==> src/rtl/dcache_resp.sv <==
// Data-side load/store responder: direct-mapped, write-through, no-write-allocate cache of
// 64-bit words, refilling misses and posting stores over a valid/ready memory bus.
module dcache_resp #(
    parameter int unsigned LINES = 16,
    parameter int unsigned IDX_W = $clog2(LINES)
) (
    input  logic        clk,
    input  logic        rst,
    input  logic        req_valid_i,
    input  logic        req_wen_i,
    input  logic [63:0] req_wdata_i,
    input  logic [63:0] req_addr_i,
    input  logic [1:0]  req_wlen_i,
    output logic        stall_o,
    output logic        resp_valid_o,
    output logic [63:0] resp_rdata_o,
    output logic        mem_req_valid_o,
    input  logic        mem_req_ready_i,
    output logic        mem_we_o,
    output logic [63:0] mem_addr_o,
    output logic [63:0] mem_wdata_o,
    output logic [7:0]  mem_wstrb_o,
    input  logic        mem_rvalid_i,
    input  logic [63:0] mem_rdata_i
);

    localparam int unsigned TAG_W = 61 - IDX_W;

    typedef enum logic [2:0] {StIdle, StRdReq, StRdWait, StWrReq, StWrDone} state_e;

    state_e state_q, state_d;

    logic [LINES-1:0] valid_q;
    logic [TAG_W-1:0] tag_mem  [LINES];
    logic [63:0]      data_mem [LINES];

    logic [IDX_W-1:0] idx_q;
    logic [TAG_W-1:0] tag_q;
    logic [2:0]       off_q;
    logic [1:0]       wlen_q;
    logic [63:0]      wdata_q;

    logic        resp_valid_q;
    logic [63:0] resp_rdata_q;

    logic [IDX_W-1:0] req_idx;
    logic [TAG_W-1:0] req_tag;
    logic [2:0]       req_off;
    logic             req_hit;
    logic             lat_hit;
    logic             load_acc;
    logic             latch_en;
    logic             refill;
    logic             wr_merge;
    logic [7:0]       strb;
    logic [63:0]      wdata_sh;
    logic [63:0]      load_data;

    function automatic logic [7:0] size_mask(input logic [1:0] wlen);
        case (wlen)
            2'd0:    return 8'h01;
            2'd1:    return 8'h03;
            2'd2:    return 8'h0F;
            default: return 8'hFF;
        endcase
    endfunction

    // Misaligned offsets are rounded down to a multiple of the access size.
    function automatic logic [2:0] align_off(input logic [2:0] off, input logic [1:0] wlen);
        case (wlen)
            2'd0:    return off;
            2'd1:    return {off[2:1], 1'b0};
            2'd2:    return {off[2], 2'b00};
            default: return 3'b000;
        endcase
    endfunction

    function automatic logic [63:0] extract(input logic [63:0] word, input logic [2:0] off,
                                            input logic [1:0] wlen);
        logic [63:0] sh;
        sh = word >> {off, 3'b000};
        case (wlen)
            2'd0:    return {56'd0, sh[7:0]};
            2'd1:    return {48'd0, sh[15:0]};
            2'd2:    return {32'd0, sh[31:0]};
            default: return sh;
        endcase
    endfunction

    assign req_idx   = req_addr_i[3 +: IDX_W];
    assign req_tag   = req_addr_i[63 -: TAG_W];
    assign req_off   = align_off(req_addr_i[2:0], req_wlen_i);
    assign req_hit   = valid_q[req_idx] && (tag_mem[req_idx] == req_tag);
    assign lat_hit   = valid_q[idx_q] && (tag_mem[idx_q] == tag_q);
    assign load_data = extract(data_mem[req_idx], req_off, req_wlen_i);
    assign strb      = size_mask(wlen_q) << off_q;
    assign wdata_sh  = wdata_q << {off_q, 3'b000};

    always_comb begin
        state_d         = state_q;
        stall_o         = 1'b0;
        mem_req_valid_o = 1'b0;
        mem_we_o        = 1'b0;
        load_acc        = 1'b0;
        latch_en        = 1'b0;
        refill          = 1'b0;
        wr_merge        = 1'b0;
        unique case (state_q)
            StIdle: begin
                if (req_valid_i) begin
                    if (req_wen_i) begin
                        stall_o  = 1'b1;
                        latch_en = 1'b1;
                        state_d  = StWrReq;
                    end else if (req_hit) begin
                        load_acc = 1'b1;
                    end else begin
                        stall_o  = 1'b1;
                        latch_en = 1'b1;
                        state_d  = StRdReq;
                    end
                end
            end
            StRdReq: begin
                stall_o         = 1'b1;
                mem_req_valid_o = 1'b1;
                if (mem_req_ready_i) state_d = StRdWait;
            end
            StRdWait: begin
                stall_o = 1'b1;
                if (mem_rvalid_i) begin
                    refill  = 1'b1;
                    state_d = StIdle;
                end
            end
            StWrReq: begin
                stall_o         = 1'b1;
                mem_req_valid_o = 1'b1;
                mem_we_o        = 1'b1;
                if (mem_req_ready_i) begin
                    wr_merge = lat_hit;
                    state_d  = StWrDone;
                end
            end
            StWrDone: state_d = StIdle;
            default:  state_d = StIdle;
        endcase
        mem_addr_o  = mem_req_valid_o ? {tag_q, idx_q, 3'b000} : 64'd0;
        mem_wdata_o = mem_we_o ? wdata_sh : 64'd0;
        mem_wstrb_o = mem_we_o ? strb : 8'd0;
    end

    always_ff @(posedge clk or negedge rst) begin
        if (!rst) begin
            state_q      <= StIdle;
            valid_q      <= '0;
            idx_q        <= '0;
            tag_q        <= '0;
            off_q        <= '0;
            wlen_q       <= '0;
            wdata_q      <= '0;
            resp_valid_q <= 1'b0;
            resp_rdata_q <= '0;
        end else begin
            state_q      <= state_d;
            resp_valid_q <= load_acc;
            if (load_acc) resp_rdata_q <= load_data;
            if (refill) valid_q[idx_q] <= 1'b1;
            // Latch the request so a flushed requester cannot disturb the bus or the refill.
            if (latch_en) begin
                idx_q   <= req_idx;
                tag_q   <= req_tag;
                off_q   <= req_off;
                wlen_q  <= req_wlen_i;
                wdata_q <= req_wdata_i;
            end
        end
    end

    always_ff @(posedge clk) begin
        if (refill) begin
            tag_mem[idx_q]  <= tag_q;
            data_mem[idx_q] <= mem_rdata_i;
        end else if (wr_merge) begin
            for (int b = 0; b < 8; b++) begin
                if (strb[b]) data_mem[idx_q][8*b +: 8] <= wdata_sh[8*b +: 8];
            end
        end
    end

    assign resp_valid_o = resp_valid_q;
    assign resp_rdata_o = resp_rdata_q;

endmodule
==> config.mk <==
export PLATFORM = sky130hd
export DESIGN_NAME = dcache_resp
export DESIGN_NICKNAME = d
export VERILOG_FILES = /design/src/rtl/dcache_resp.sv
export SDC_FILE = /design/constraint.sdc
export NUM_CORES = 2
export LEC_CHECK = 0
export CORE_UTILIZATION = 35
export DETAILED_ROUTE_END_ITERATION = 12
export PLACE_DENSITY_LB_ADDON = 0.1
export SLEW_MARGIN = 20
export SYNTH_ARGS = -nofsm -noshare
export SYNTH_HDL_FRONTEND = slang
export SYNTH_SLANG_ARGS = --single-unit
==> constraint.sdc <==
create_clock -name clk -period 6.2 [get_ports clk]
set_input_delay 0.93 -clock clk [delete_from_list [all_inputs] [get_ports clk]]
set_output_delay 0.93 -clock clk [all_outputs]
set_load 0.02 [all_outputs]
======== After elaboration in Yosys (flattened, before gate mapping) ========
Memories as Yosys holds them, arrays and structs flattened.
Cells that the tools add are included.
word-level totals
  input bits .............................. 200
  bits in writable memories ............... 1936
  bits in registers ....................... 214
  memories ................................ 2
cells by class
  shifts and indexed selects .............. 3
  eq/ne operators ......................... 14
  $lt $le $gt $ge ......................... 3
  reductions and logical operators ........ 9
  multiplexer cells ....................... 76
  bitwise operators ....................... 9
memories
  name      depth  bits a word  read ports  clocked after memory_dff  write ports  line  RTL
  data_mem  16     64           1           0                         1            35    logic [63:0] data_mem [LINES];
  tag_mem   16     57           2           0                         1            34    logic [TAG_W-1:0] tag_mem [LINES];
operators with widths
  operator                                                                             number
  64-bit one-hot mux with 3 select lines                                               1
  64-bit 2-to-1 mux                                                                    2
  57-bit equality test                                                                 2
  8-bit 2-to-1 mux                                                                     9
  64-bit by 6-bit left shift with 64-bit output                                        1
  64-bit by 6-bit right shift with 64-bit output                                       1
  1-bit 2-to-1 mux                                                                     51
  8-bit one-hot mux with 3 select lines                                                1
  3-bit 2-to-1 mux                                                                     6
  16-bit OR                                                                            1
  3-bit one-hot mux with 4 select lines                                                1
  4-bit by 5-bit < comparator with 1-bit output, second input constant                 2
  3-bit one-hot mux with 3 select lines                                                1
  1-bit binary-select mux with 4-bit select                                            2
  2-bit != test, second input constant                                                 4
  1-bit OR                                                                             8
  8-bit by 3-bit left shift with 8-bit output                                          1
  3-bit by 2-bit equality test with 1-bit output, second input constant                2
  5-bit AND reduction                                                                  1
  1-bit demux with 4-bit select                                                        1
  2-bit by 1-bit equality test with 1-bit output, second input constant                2
  2-bit equality test, second input constant                                           2
  4-bit by 1-bit greater-or-equal comparator with 1-bit output, second input constant  1
  2-bit logical NOT                                                                    2
  7 further kinds                                                                      9

======== Longest topological paths before layout ========
  word-level depth ........................ 9
  depth in mapped cells ................... 17

======== Least setup slack after synthesis ========
Ideal clock, no wire load.
  kind .................................... input port to output port
  start point ............................. input req_addr_i[3]
  end point ............................... output stall_o
  arrival time ............................ 4079 ps
  stages on the path ...................... 14
  slack ................................... 1191 ps
  path through ............................ buf_4 buf_6 buf_2 buf_2 mux4_2 nand3b_1 o2111ai_1 a2111oi_0 nand4_1 nor4_1 and4_1 and3_1 clkbuf_1 o22ai_1
between the ends
  longest elaborated chain between the ends .. 7
  elaborated cells between the ends (all ways) .. 9
ends and longest elaborated chain
  element                                                                                 line  RTL
  from (decl)                                                                             12    input logic [63:0] req_addr_i,
  memory 16 x 57 bit / 1-bit binary-select mux with 4-bit select (equally long branches)  n/a
  57-bit equality test / 1-bit 2-to-1 mux (equally long branches)                         93    assign req_hit = valid_q[req_idx] && (tag_mem[req_idx] == req_tag);
  1-bit logical AND *                                                                     93
  1-bit 2-to-1 mux *                                                                      115   end else if (req_hit) begin
  1-bit 2-to-1 mux *                                                                      111   if (req_wen_i) begin
  1-bit 2-to-1 mux *                                                                      110   if (req_valid_i) begin
  1-bit one-hot mux with 2 select lines *                                                 108   unique case (state_q)
  to (decl)                                                                               14    output logic stall_o,
Every way passes the cells marked *; elsewhere a longest branch is shown, timed or not. The select of a mux whose other input is x is not followed.

======== Final worst setup path ========
  start point ............................. input req_addr_i[5]
  end point ............................... output stall_o
The elaborated chain is that of the path after synthesis.

==> impl_metrics.env <==
export IMPL_fp_dieH_um=531
export IMPL_drive_gt1_share_pct=26.6
export IMPL_crit_path_end_kind="output port"
export IMPL_rows=193
export IMPL_timing_hold_ws_ns=0.485
export IMPL_place_area_um2=109000
export IMPL_ff_latch_area_um2=63500
export IMPL_hold_class="reg2reg"
export IMPL_drt_pass1_iterations=6
export IMPL_post_drt_wl_per_cell_um=37.3
export IMPL_port_buffers=400
export IMPL_totalWireLength_um=385000
export IMPL_start_util_pct=35.3
export IMPL_first_iter_violations=7414
export IMPL_worstPathRequired_ns=5.27
export IMPL_critPathMaxFanout=50
export IMPL_drt_antenna_violating_nets=0
export IMPL_grt_total_usage_pct=26.9
export IMPL_period_share_pct=99.6
export IMPL_core_area_um2=277000
export IMPL_finalPower_uw=50300
export IMPL_cts_tree="yes"
export IMPL_cap_violations=0
export IMPL_fmax_ghz=0.162
export IMPL_die_w_um=531
export IMPL_multi_input_area_um2=32200
export IMPL_yosys_cell_types_count=92
export IMPL_die_area_um2=282000
export IMPL_syn_area_um2=97800
export IMPL_cp_start_kind="input pin"
export IMPL_status="finished clean"
export IMPL_clk_pin_slew_ns=0.06
export IMPL_grt_pass1_wl_um=518000
export IMPL_grt_max_degree=110
export IMPL_antenna_found_initial=38
export IMPL_worstSetupPathType="in2out"
export IMPL_grt_pass1_vias=59427
export IMPL_synth_avg_cell_area_um2=17.3
export IMPL_cts_buffer_depth=4
export IMPL_async_reset_ff_share_pct=9.95
export IMPL_cts_buffers=241
export IMPL_fin_setup_tns_ns=0
export IMPL_maxSlewViolCount=0
export IMPL_slew_headroom_pct=23.1
export IMPL_via_per_inst=5.84
export IMPL_clkSinkCount=2150
export IMPL_crit_arrival_ns=5.25
export IMPL_dpl_hpwl_um=268000
export IMPL_fin_nets=6612
export IMPL_synth_yosys_warnings=0
export IMPL_drc=0
export IMPL_clk_latency_ns=0.95
export IMPL_vdd_ir_drop_worst_uv=308
export IMPL_overflow=0
export IMPL_setup_violations=0
export IMPL_final_cell_mix="edfxtp_1, mux4_2, mux2i_1"
export IMPL_post_cts_setup_buffers=0
export IMPL_fin_crit_ns=6.18
export IMPL_fin_worst_skew_ns=0.104
export IMPL_hold_viol=0
export IMPL_postSynthCellCount=5667
export IMPL_gp_congestion=0.966
export IMPL_leakage_uw=0.0403
export IMPL_worst_r2r_setup_slack_ns=0.44
export IMPL_cts_root_buf="clkbuf_16"
export IMPL_tightest_slew_ns=1.14
export IMPL_area_growth_pct=19.8
export IMPL_synth_seq_area_share_pct=64.9
export IMPL_cts_max_level=4
export IMPL_final_common_cell="edfxtp_1"
export IMPL_ys_flop_type="edfxtp_1"
export IMPL_io_pins=404
export IMPL_pwr_density_cell_nw_per_um2=429
export IMPL_ys_ff_latch=2150
export IMPL_final_area_um2=117000
export IMPL_rsz0062_at_grt="no"
export IMPL_vias=60279
export IMPL_synth_edf_count=1936
export IMPL_fillers=24894
[worst max-delay path, stage by stage]
cell and delay, ns:
buf_8 0.37, buf_12 0.39, mux2_2 0.38, o22ai_1 0.25, nor3_1 0.11, o41ai_2 0.36
buf_4 0.26, o2111ai_1 0.16, buf_4 0.19, nor4_1 0.45, and4_1 0.31, and3_1 0.39
buf_12 0.15, o22ai_1 0.21, buf_4 0.24
[metal layers]
metal  vias up  share of wire (%)  track usage (%)
li1      24489                  -                -
met1     32500                 43             38.1
met2      2732                 46             42.4
met3       548                7.3             4.44
met4        10                3.6             8.45
met5         -              0.017                0
[flip-flops by register name (all words and copies together) (netlist names)]
register	cells
data_mem	1024
idx_q	4
off_q	3
resp_rdata_o	64
resp_valid_o	1
state_q	3
tag_mem	912
tag_q	57
valid_q	16
wdata_q	64
wlen_q	2
[synth_stat cells, types with 12 or more instances]
library cell,number,share of area (%)
nor2_1,225,0.86
a221oi_1,37,0.33
mux2_2,174,2.0
and3_1,12,0.077
a311oi_1,12,0.11
nor3_1,37,0.19
mux2_1,97,1.1
buf_1,27,0.10
a211oi_1,19,0.15
edfxtp_1,1936,59
inv_1,75,0.29
mux4_2,624,14
a21oi_1,237,1.2
o21ai_0,67,0.34
and2_1,82,0.52
a22o_1,31,0.28
mux2_4,12,0.18
o22ai_1,43,0.28
clkbuf_1,151,0.58
nand3_1,38,0.19
nand4_1,16,0.10
o22a_1,19,0.17
dfrtp_1,214,5.5
nand2b_1,22,0.14
nor4_1,17,0.11
mux2i_1,498,5.1
buf_4,41,0.31
buf_2,141,0.72
a22oi_1,108,0.83
buf_6,26,0.30
or2_2,19,0.12
xor2_1,36,0.32
xnor2_1,52,0.47
nand2_1,264,1.0
nor2b_1,56,0.36
[worst paths after layout]
path | endpoint | from | cells after the start
min reg2reg | valid_q[5] | valid_q[5] | 1
max reg2reg | data_mem[12][25] | idx_q[0] | 11
max | stall_o | req_addr_i[5] | 15
max in group asynchronous | resp_rdata_o[2] | rst | 3
min | valid_q[5] | valid_q[5] | 1
min in group asynchronous | resp_rdata_o[40] | rst | 2
[layout make-up]
class                      count  area share (%)
antenna                       11          0.0235
clock buffer                 311            5.61
clock inverter               133            1.03
inverter                      77           0.251
multi-input combinational   3053            27.5
sequential                  2150            54.2
tap                         3705            3.96
timing repair buffer         889            7.42
[logic make-up (layout without fill, tap and decap cells)]
group | after synthesis | count (layout) | synth area share, %
xor gates and xnor gates | 88 | 88 | 0.788
muxes | 1405 | 1405 | 22.8
and+or+nand+nor | 857 | 857 | 4.34
other | 1 | 14 | 0.00383
DFF | 2150 | 2150 | 64.9
AOI/OAI and AO/OA | 700 | 700 | 4.83
buffers and inverters | 466 | 1410 | 2.34
[power breakdown]
| group | leakage [uW] | internal, uW | total [uW] | switching [uW] |
|---|---|---|---|---|
| clock | 0.00383 | 8190 | 14200 | 6060 |
| combinational | 0.0163 | 5430 | 16300 | 10900 |
| sequential | 0.0201 | 17800 | 19700 | 1880 |
[timing repair]
action                                  CTS  global route
hold buffers                              1             0
endpoints found under the hold margin     9             0
endpoints found under the setup margin    1             0
gates resized for setup                   1             0
[stage by stage]
| step | utilization [%] | instances | setup WS, ns |
|---|---|---|---|
| after floorplan | - | 5669 | 1.19 |
| after global placement | 39.5 | 9873 | 0.0181 |
| after detailed placement | 39.5 | 9873 | -0.0364 |
| after CTS | 42.3 | 10318 | 0.0368 |
| after global routing | 42.3 | 10319 | 0.0347 |
| final | 42.3 | 10329 | 0.0231 |
No activity file was read; power rests on OpenSTA's default activity.
